## config.mk

```make
export PLATFORM = sky130hd
export DESIGN_NAME = pll_lock_controller
export DESIGN_NICKNAME = d
export VERILOG_FILES = /design/src/rtl/pll_lock_controller.sv
export SDC_FILE = /design/constraint.sdc
export NUM_CORES = 1
export LEC_CHECK = 0
export BUFFER_PORTS_ARGS = -buffer_cell sky130_fd_sc_hd__buf_2
export CAP_MARGIN = 25
export CORE_ASPECT_RATIO = 0.9
export CORE_MARGIN = 2
export CORE_UTILIZATION = 40
export CTS_CLUSTER_SIZE = 30
export DETAILED_ROUTE_END_ITERATION = 16
export SYNTH_ARGS = -nofsm -noshare
export SYNTH_HDL_FRONTEND = slang
export SYNTH_SLANG_ARGS = --single-unit
```

## constraint.sdc

```tcl
create_clock -name clk -period 2.1 [get_ports clk]
set_input_delay 0.42 -clock clk [delete_from_list [all_inputs] [get_ports clk]]
set_output_delay 0.42 -clock clk [all_outputs]
set_load 0.01 [all_outputs]
```

## src/rtl/pll_lock_controller.sv

```systemverilog
// PLL lock controller: drives the PLL reset pulse, waits for lock with a
// bounded number of retries, qualifies lock stability before releasing the
// downstream reset, and applies dynamic-delay updates through a handshake.
module pll_lock_controller #(
  parameter int unsigned RESET_CYCLES       = 16,
  parameter int unsigned LOCK_TIMEOUT       = 4096,
  parameter int unsigned LOCK_STABLE_CYCLES = 64,
  parameter int unsigned MAX_RETRIES        = 3,
  parameter logic [7:0]  DEFAULT_DELAY      = 8'h00
) (
  input  logic       clk,
  input  logic       reset,
  input  logic       pll_lock,
  output logic       pll_resetb,
  output logic       pll_bypass,
  output logic [7:0] dyn_delay,
  input  logic       delay_valid,
  input  logic [7:0] delay_value,
  output logic       delay_ready,
  output logic       locked,
  output logic       sys_reset,
  output logic       fail,
  output logic [3:0] retry_count
);

  // One shared counter sized for the longest interval it has to time.
  localparam int unsigned CNT_MAX_A = (RESET_CYCLES > LOCK_TIMEOUT) ? RESET_CYCLES : LOCK_TIMEOUT;
  localparam int unsigned CNT_MAX   = (CNT_MAX_A > LOCK_STABLE_CYCLES) ? CNT_MAX_A : LOCK_STABLE_CYCLES;
  localparam int          CNT_W     = (CNT_MAX > 2) ? $clog2(CNT_MAX) : 1;

  localparam logic [CNT_W-1:0] RESET_LAST   = CNT_W'(RESET_CYCLES - 1);
  localparam logic [CNT_W-1:0] TIMEOUT_LAST = CNT_W'(LOCK_TIMEOUT - 1);
  localparam logic [CNT_W-1:0] STABLE_LAST  = CNT_W'(LOCK_STABLE_CYCLES - 1);
  localparam logic [CNT_W-1:0] CNT_ZERO     = CNT_W'(0);
  localparam logic [CNT_W-1:0] CNT_ONE      = CNT_W'(1);
  localparam logic [3:0]       RETRY_MAX    = 4'(MAX_RETRIES);

  typedef enum logic [2:0] {
    S_RESET_PLL = 3'd0,
    S_WAIT_LOCK = 3'd1,
    S_STABLE    = 3'd2,
    S_RUN       = 3'd3,
    S_FAIL      = 3'd4
  } state_t;

  state_t           r_state;
  state_t           w_next_state;
  logic [CNT_W-1:0] r_cnt;
  logic [CNT_W-1:0] w_next_cnt;
  logic [3:0]       r_retry;
  logic [3:0]       w_next_retry;
  logic             r_sync1;
  logic             r_sync2;
  logic             w_lock_s;
  logic             w_delay_ready;
  logic             w_handshake;
  logic             w_next_sys_reset;

  logic             r_pll_resetb;
  logic             r_pll_bypass;
  logic [7:0]       r_dyn_delay;
  logic             r_locked;
  logic             r_sys_reset;
  logic             r_fail;

  assign w_lock_s      = r_sync2;
  // A request is only accepted while running on a lock that is still present,
  // so a lock loss in the same cycle always wins over the request.
  assign w_delay_ready = (r_state == S_RUN) && w_lock_s;
  assign w_handshake   = delay_valid && w_delay_ready;

  assign pll_resetb  = r_pll_resetb;
  assign pll_bypass  = r_pll_bypass;
  assign dyn_delay   = r_dyn_delay;
  assign delay_ready = w_delay_ready;
  assign locked      = r_locked;
  assign sys_reset   = r_sys_reset;
  assign fail        = r_fail;
  assign retry_count = r_retry;

  // Two-flop synchronizer bringing the asynchronous PLL lock into clk.
  always_ff @(posedge clk or posedge reset) begin
    if (reset) begin
      r_sync1 <= 1'b0;
      r_sync2 <= 1'b0;
    end else begin
      r_sync1 <= pll_lock;
      r_sync2 <= r_sync1;
    end
  end

  // Next-state, shared counter and retry bookkeeping.
  always_comb begin
    w_next_state = r_state;
    w_next_cnt   = r_cnt;
    w_next_retry = r_retry;
    case (r_state)
      S_RESET_PLL: begin
        if (r_cnt == RESET_LAST) begin
          w_next_state = S_WAIT_LOCK;
          w_next_cnt   = CNT_ZERO;
        end else begin
          w_next_cnt = r_cnt + CNT_ONE;
        end
      end
      S_WAIT_LOCK: begin
        if (w_lock_s) begin
          w_next_state = S_STABLE;
          w_next_cnt   = CNT_ZERO;
        end else if (r_cnt == TIMEOUT_LAST) begin
          w_next_cnt = CNT_ZERO;
          if (r_retry < RETRY_MAX) begin
            w_next_retry = r_retry + 4'd1;
            w_next_state = S_RESET_PLL;
          end else begin
            w_next_state = S_FAIL;
          end
        end else begin
          w_next_cnt = r_cnt + CNT_ONE;
        end
      end
      S_STABLE: begin
        if (!w_lock_s) begin
          w_next_state = S_WAIT_LOCK;
          w_next_cnt   = CNT_ZERO;
        end else if (r_cnt == STABLE_LAST) begin
          w_next_state = S_RUN;
          w_next_cnt   = CNT_ZERO;
          w_next_retry = 4'd0;
        end else begin
          w_next_cnt = r_cnt + CNT_ONE;
        end
      end
      S_RUN: begin
        if (!w_lock_s) begin
          w_next_state = S_RESET_PLL;
          w_next_cnt   = CNT_ZERO;
          w_next_retry = 4'd0;
        end else if (w_handshake) begin
          w_next_state = S_STABLE;
          w_next_cnt   = CNT_ZERO;
        end else begin
          w_next_cnt = CNT_ZERO;
        end
      end
      S_FAIL: begin
        w_next_state = S_FAIL;
      end
      default: begin
        w_next_state = S_RESET_PLL;
        w_next_cnt   = CNT_ZERO;
        w_next_retry = 4'd0;
      end
    endcase
  end

  // Downstream reset: raised on any PLL reset, dropped once running, and
  // otherwise held so delay re-stabilization never disturbs the system.
  always_comb begin
    w_next_sys_reset = r_sys_reset;
    case (w_next_state)
      S_RESET_PLL: w_next_sys_reset = 1'b1;
      S_FAIL:      w_next_sys_reset = 1'b0;
      default: begin
        if (r_state == S_RUN) begin
          w_next_sys_reset = 1'b0;
        end else begin
          w_next_sys_reset = r_sys_reset;
        end
      end
    endcase
  end

  // State, counter and retry registers.
  always_ff @(posedge clk or posedge reset) begin
    if (reset) begin
      r_state <= S_RESET_PLL;
      r_cnt   <= CNT_ZERO;
      r_retry <= 4'd0;
    end else begin
      r_state <= w_next_state;
      r_cnt   <= w_next_cnt;
      r_retry <= w_next_retry;
    end
  end

  // Registered outputs, decoded from the state being entered so they change
  // together with the transition.
  always_ff @(posedge clk or posedge reset) begin
    if (reset) begin
      r_pll_resetb <= 1'b0;
      r_pll_bypass <= 1'b0;
      r_locked     <= 1'b0;
      r_sys_reset  <= 1'b1;
      r_fail       <= 1'b0;
    end else begin
      r_pll_resetb <= (w_next_state == S_WAIT_LOCK) || (w_next_state == S_STABLE) ||
                      (w_next_state == S_RUN);
      r_pll_bypass <= (w_next_state == S_FAIL);
      r_locked     <= (w_next_state == S_RUN);
      r_sys_reset  <= w_next_sys_reset;
      r_fail       <= (w_next_state == S_FAIL);
    end
  end

  // Dynamic delay only moves on an accepted request; it survives retries and FAIL.
  always_ff @(posedge clk or posedge reset) begin
    if (reset) begin
      r_dyn_delay <= DEFAULT_DELAY;
    end else if (w_handshake) begin
      r_dyn_delay <= delay_value;
    end else begin
      r_dyn_delay <= r_dyn_delay;
    end
  end

endmodule

```

==> run summary, run 1 <==
Share of post-route cells with drive strength above 1 -> 30.81%
FF+latch count, synth -> 33
Hold Worst Slack -> 185.7 ps
Cell total after placement -> 238
Latest clock arrival within the worst-skew pair -> 280 ps
Proportion of power drawn by the clock network -> 31.2%
Antenna Cells -> 0
Fraction of registers with async set/reset -> 100.0%
Master of the slowest instance on the critical path -> dfrtp_1
CP arrival -> 2140 ps
Number of maximum-capacitance constraint violations -> 0
Largest net degree at the start of global routing -> 21
Startpoint types -> register
Number of setup buffers added after CTS -> 0
H-tree depth -> 2
Nature of the critical path endpoint -> register
Via count of the first global-routing pass -> 1246
Area growth from synthesis to layout -> 20.41%
Instance count of the mapped netlist -> 160
GRT Resource Usage Total -> 16.31%
Average wire per cell in the routed design -> 14.13 um
Worst Setup Path Type -> register to register
Layout Cells excl Fill -> 246
Number of vias after detailed routing -> 1293
Internal -> 1.091 mW
Total length of routed wires -> 3476 um
Most frequent cells in the layout -> 32 x dfrtp_1, 29 x buf_2, 16 x nor2_1, 16 x nand2_1, 9 x nor3_1
Placeable Area -> 4046 um^2
Clock buffer count from CTS -> 5
Sequential element share of the synthesized area -> 49.77%
Avg Cell Area, Syn -> 10.38 um^2
Mux cell area share after synthesis -> 5.422%
X dimension of the die -> 71.94 um
Setup slack of the critical path after layout -> 157.4 ps
Worst voltage drop across the vdd grid -> 0.3643 mV
Longest individual stage delay on the worst path -> 400 ps
Number of setup violations in the final report -> 0
Fin Setup TNS -> 0 ps
Required time worst endpoint -> 2300 ps
Starting utilization of the core area -> 41.06%
RePlAce Congestion -> 0.8522
Top cells by area, synth -> dfrtp_1 48%, mux2_2 5.4%, nand2_1 3.6%, nor2_1 3.6%, nor3_1 2.7%
Die area -> 4686 um^2
Power density over the cells -> 767.3 nW/um^2
Leakage component of the power -> 1.027 nW
Estimated wirelength of the detail-placed design -> 2560 um
Post-route design area -> 2001 um^2
Outcome -> completed
Most instantiated flip-flop cell in the synthesis netlist -> dfrtp_1
Total count of max-transition violations in the final report -> 0
Post-synth net total -> 174
Post-synth cell types -> 42
Clock tree from TritonCTS -> done
Library cell occupying the most area in the post-synthesis netlist -> dfrtp_1
Power, Total -> 1.535 mW
Post-placement cell area -> 1903 um^2
Final hold violations -> 0
Complex-gate fraction of the synthesized area -> 11.97%
Number of detailed-routing iterations run before antenna repair -> 4
Most common library cell in the layout ignoring fill and taps -> dfrtp_1
Cell area after technology mapping -> 1662 um^2
Worst slack after detailed placement -> 184.0 ps
EDFF count, synth -> 0
Adder-Cell Fraction of Synth Area -> 1.506%
Switching power share of the total -> 28.92%
Area share of the largest cell type after synthesis -> 48.19%
GRT overflow -> 0
Proportion of power drawn by flip-flops and latches -> 51.9%
IO Pins -> 30
Setup repair after global routing missed its margin -> no
Largest fanout on the critical path -> 6
Net total in the final layout -> 211
Worst-Margin Slew -> 729.4 ps
Number of placement rows -> 22
Number of remaining DRC errors -> 0
Clk_skew -> 6.094 ps
Relative slew margins -> 50.76%
Sequence of cells on the critical path -> ha_1, nand3_1, nor4_4, nor2b_2, o32ai_4, inv_2, o31ai_2
Min Clock Period, post-route -> 1943 ps
Root buffer selected by CTS -> clkbuf_8
Starting DRC count in detailed routing -> 34
Power spent charging and discharging nets -> 0.4440 mW
Simple-Gate Fraction of Synth Area -> 23.87%
Xor/xnor cell area share of the yosys netlist -> 3.690%
Max Fclk -> 0.5148 GHz
Dominant combinational cell family by area after synthesis -> simple AND/OR/NAND/NOR gates
Buffer levels on the longest clock path -> 2
Kind of path behind the tightest hold check -> primary input to asynchronous set/reset pin
Share of the core filled with cells in the final layout -> 49.44%
Detail Route Antenna Nets -> 0
Clock transition at the registers of the reported paths -> 60 ps
DIE HEIGHT -> 65.15 um
CTS sink cnt -> 33
Number of buffer cells added on primary ports -> 29
Via/cell ratio -> 5.256
Global-route wire length before repair -> 5865 um
Yosys warns -> 0
Comb pwr share -> 16.8%
Number of antenna violations at the first check in global routing -> 0
Portion of the clock cycle consumed by the worst path in the final layout -> 92.50%
==> cells in the mapped netlist, types with 3 or more instances <==
| library cell | count |
|---|---|
| mux2_2 | 8 |
| buf_2 | 5 |
| xnor2_1 | 4 |
| nand3_1 | 6 |
| nand2_1 | 16 |
| a21oi_1 | 6 |
| xor2_1 | 3 |
| dfrtp_1 | 32 |
| nor4_1 | 3 |
| o21ai_0 | 5 |
| inv_1 | 6 |
| nor3_1 | 9 |
| and2_1 | 5 |
| nor2_1 | 16 |
==> area by class of cell <==
| class | instances | area (um^2) |
|---|---|---|
| tap | 48 | 60.06 |
| multi-input combinational | 113 | 779.5 |
| inverter | 7 | 26.28 |
| fill | 376 | 2046 |
| timing repair buffer | 37 | 217.7 |
| clock buffer | 8 | 90.09 |
| sequential | 33 | 827.0 |
==> cells by family after synthesis <==
family                   after synthesis
AND/OR/NAND/NOR                       70
AO/OA/AOI/OAI                         26
multiplexers                           8
adder cells (fa/ha/maj)                2
flip-flops                            33
buffers and inverters                 14
XOR/XNOR                               7
==> power groups by stage <==
stage | registers, mW | clock network (mW) | logic [mW]
2_1_floorplan | 0.767 | 0 | 0.218
3_3_place_gp | 0.802 | 0 | 0.253
3_5_place_dp | 0.806 | 0 | 0.256
4_1_cts | 0.795 | 0.496 | 0.259
5_1_grt | 0.809 | 0.521 | 0.297
6_report | 0.797 | 0.479 | 0.259
==> state kept, by name, summed over array words and instances (netlist names) <==
signal       flops
dyn_delay        8
fail             1
locked           1
pll_resetb       1
r_cnt           12
r_state          3
r_sync1          1
r_sync2          1
retry_count      4
sys_reset        1
==> critical path: cells and delay by family, from the launching register on <==
| family | cells | cell delay [ps] |
|---|---|---|
| simple gates | 3 | 700 |
| compound gates | 2 | 510 |
| flops | 1 | 400 |
| fa+ha+maj | 1 | 200 |
| buf+inv | 1 | 60 |
==> final timing paths <==
kind                       slack, ps     start  depth (start not counted)         end
hold / removal                   190     reset                          2  r_state[2]
setup reg to reg                 160  r_cnt[0]                          7   sys_reset
hold reg to reg                  360   r_sync1                          0     r_sync2
max in group asynchronous       1410     reset                          3    r_cnt[9]
min in group clk                 240  pll_lock                          1     r_sync1
setup / recovery                 160  r_cnt[0]                          7   sys_reset
==> metal layers <==
layer | global-route usage (%) | routed length [um] | vias up
met5 | 0 | 0 | -
met4 | 6.604 | 44 | 0
met3 | 4.294 | 149 | 5
met2 | 24.54 | 1577 | 32
met1 | 22.46 | 1704 | 609
li1 | - | - | 647
==> repair_timing <==
| item | in CTS | in global routing |
|---|---|---|
| endpoints found under the setup margin | 0 | 4 |
| hold buffers | 0 | 0 |
| gates resized for setup | 0 | 1 |
(Power assumes the default switching activity.)
==> run 2: changes to the inputs <==
CORE_UTILIZATION = 34   (was 40)
CTS_CLUSTER_DIAMETER = 200   (was unset)
==> run 2 against run 1 <==
- power decreased by 2.3%
- wire length decreased by 4.7%
- largest power group unchanged
- critical path depth stayed put
- critical endpoint unchanged
- die area rose by 17%
- combinational power about the same
- design area up 0.63%
- worst setup slack worse by 3.5 ps
- clock-buffer cell count down 3
==> run summary, run 2 (same netlist as run 1, synthesis figures left out) <==
Setup repair after global routing missed its margin -> no
Max Fclk -> 0.5139 GHz (-0.18%)
Proportion of power drawn by the clock network -> 30.1% (-1.1 points)
Startpoint types -> register
Total count of max-transition violations in the final report -> 0 (unchanged)
Largest fanout on the critical path -> 6 (unchanged)
R2R Path Start -> r_cnt[0]
Worst Setup Path Type -> register to register
Required time worst endpoint -> 2300 ps (about the same)
Min Clock Period, post-route -> 1946 ps (+3.519 ps)
Number of buffer cells added on primary ports -> 29 (unchanged)
Net total in the final layout -> 213 (+0.95%)
CP arrival -> 2140 ps (about the same)
Number of setup buffers added after CTS -> 0 (unchanged)
Portion of the clock cycle consumed by the worst path in the final layout -> 92.67% (+0.17 points)
Number of vias after detailed routing -> 1281 (-0.93%)
Internal -> 1.053 mW (-3.5%)
Largest net degree at the start of global routing -> 34 (+62%)
Global-route wire length before repair -> 5664 um (-3.4%)
RePlAce Congestion -> 0.8612 (+1.1%)
Outcome -> completed
Clock tree from TritonCTS -> done
Clock buffer count from CTS -> 5 (unchanged)
Starting DRC count in detailed routing -> 27 (-21%)
Total length of routed wires -> 3311 um (-4.7%)
Power, Total -> 1.500 mW (-2.3%)
GRT overflow -> 0 (unchanged)
Final hold violations -> 0 (unchanged)
Detail Route Antenna Nets -> 0 (unchanged)
Nature of the critical path endpoint -> register
Switching power share of the total -> 29.77% (+0.85 points)
Gates resized, CTS repair -> 0 (unchanged)
Estimated wirelength of the detail-placed design -> 2546 um (-0.56%)
Register with the highest flop count -> r_cnt
Number of flip-flops under the largest register name -> 12 (unchanged)
Proportion of power drawn by flip-flops and latches -> 52.8% (+0.9 points)
Fin Setup TNS -> 0 ps (unchanged)
Most frequent cells in the layout -> 32 x dfrtp_1, 29 x buf_2, 16 x nor2_1, 16 x nand2_1, 10 x buf_4
Post-CTS Hold Buffers -> 0 (unchanged)
Antenna Cells -> 0 (unchanged)
Power density over the cells -> 745.1 nW/um^2 (-2.9%)
Hold Worst Slack -> 216.2 ps (+30.49 ps)
Setup slack of the critical path after layout -> 153.9 ps (-3.519 ps)
Average wire per cell in the routed design -> 12.49 um (-12%)
Buffer levels on the longest clock path -> 2 (unchanged)
Starting utilization of the core area -> 34.80% (-6.3 points)
Leakage component of the power -> 1.024 nW (-0.25%)
Worst-Margin Slew -> 715.3 ps (-14.08 ps)
Number of maximum-capacitance constraint violations -> 0 (unchanged)
Worst flop-to-flop path endpoint -> sys_reset
Worst slack after detailed placement -> 161.6 ps (-22.37 ps)
IO Pins -> 30 (unchanged)
Clock transition at the registers of the reported paths -> 70 ps (about the same)
Latest clock arrival within the worst-skew pair -> 280 ps (about the same)
Share of post-route cells with drive strength above 1 -> 32.00% (+1.2 points)
Number of placement rows -> 24 (+9.1%)
DIE HEIGHT -> 70.32 um (+7.9%)
Comb pwr share -> 17.1% (+0.3 points)
GRT Resource Usage Total -> 13.23% (-3.1 points)
Die area -> 5463 um^2 (+17%)
Share of the core filled with cells in the final layout -> 42.16% (-7.3 points)
Via/cell ratio -> 4.834 (-8.0%)
Number of detailed-routing iterations run before antenna repair -> 4 (unchanged)
Root buffer selected by CTS -> clkbuf_8
Worst Reg-to-Reg Cells -> 7 (unchanged)
Most common library cell in the layout ignoring fill and taps -> dfrtp_1
Number of remaining DRC errors -> 0 (unchanged)
H-tree depth -> 2 (unchanged)
Worst voltage drop across the vdd grid -> 0.5159 mV (+42%)
Number of setup violations in the final report -> 0 (unchanged)
X dimension of the die -> 77.69 um (+8.0%)
Via count of the first global-routing pass -> 1169 (-6.2%)
Power spent charging and discharging nets -> 0.4465 mW (+0.56%)
Kind of path behind the tightest hold check -> primary input to asynchronous set/reset pin
Flop2flop setup slack -> 150 ps (about the same)
Relative slew margins -> 51.71% (+0.95 points)
Clk_skew -> 4.395 ps (-1.699 ps)
Number of antenna violations at the first check in global routing -> 0 (unchanged)
CTS sink cnt -> 33 (unchanged)
Placeable Area -> 4775 um^2 (+18%)
Area growth from synthesis to layout -> 21.16%
-- run 2: how the worst max path moves through the flow --
stage	to	cells past startpoint	start
4_1_cts	sys_reset	7	r_cnt[0]
6_report	sys_reset	7	r_cnt[0]
3_5_place_dp	sys_reset	7	r_cnt[0]
5_1_grt	sys_reset	7	r_cnt[0]
2_1_floorplan	sys_reset	7	r_cnt[0]
3_3_place_gp	sys_reset	7	r_cnt[0]
-- run 2: power groups by stage --
| stage | Combinational (mW) | Sequential [mW] | Clock, mW |
|---|---|---|---|
| after floorplan | 0.218 | 0.767 | 0 |
| after global placement | 0.259 | 0.802 | 0 |
| after detailed placement | 0.261 | 0.803 | 0 |
| after CTS | 0.261 | 0.791 | 0.470 |
| after global routing | 0.305 | 0.803 | 0.505 |
| final | 0.256 | 0.792 | 0.452 |
-- run 2: area by class of cell --
type | instances | area, um^2
clock buffers | 5 | 68.82
clock inverters | 3 | 17.52
fillers | 454 | 2761
inverters | 7 | 26.28
multi-input cells | 113 | 772.0
flip-flops and latches | 33 | 827.0
well taps | 65 | 81.33
repair buffers | 39 | 220.2
-- run 2: critical path: stages (launching register included) --
cell and delay (ps):
dfrtp_1 390, ha_1 200, nand3_1 180, nor4_4 380
nor2b_2 160, o32ai_4 330, inv_2 70, o31ai_2 170
-- run 2: layer usage --
layer | vias to the layer above | track usage (%) | routed length (um) | part of all wire (%)
met5 | - | 0 | 0 | 0
met4 | 0 | 5.357 | 27 | 0.82
met3 | 2 | 3.101 | 88 | 2.7
met2 | 20 | 17.72 | 1481 | 45
met1 | 618 | 20.20 | 1712 | 52
li1 | 641 | - | - | -
-- run 2: metrics by stage --
stage	instances	cell area, um^2
CTS	265	2013
floorplan	160	1662
detailed placement	257	1927
global route	265	2013
global placement	257	1927
finish	265	2013
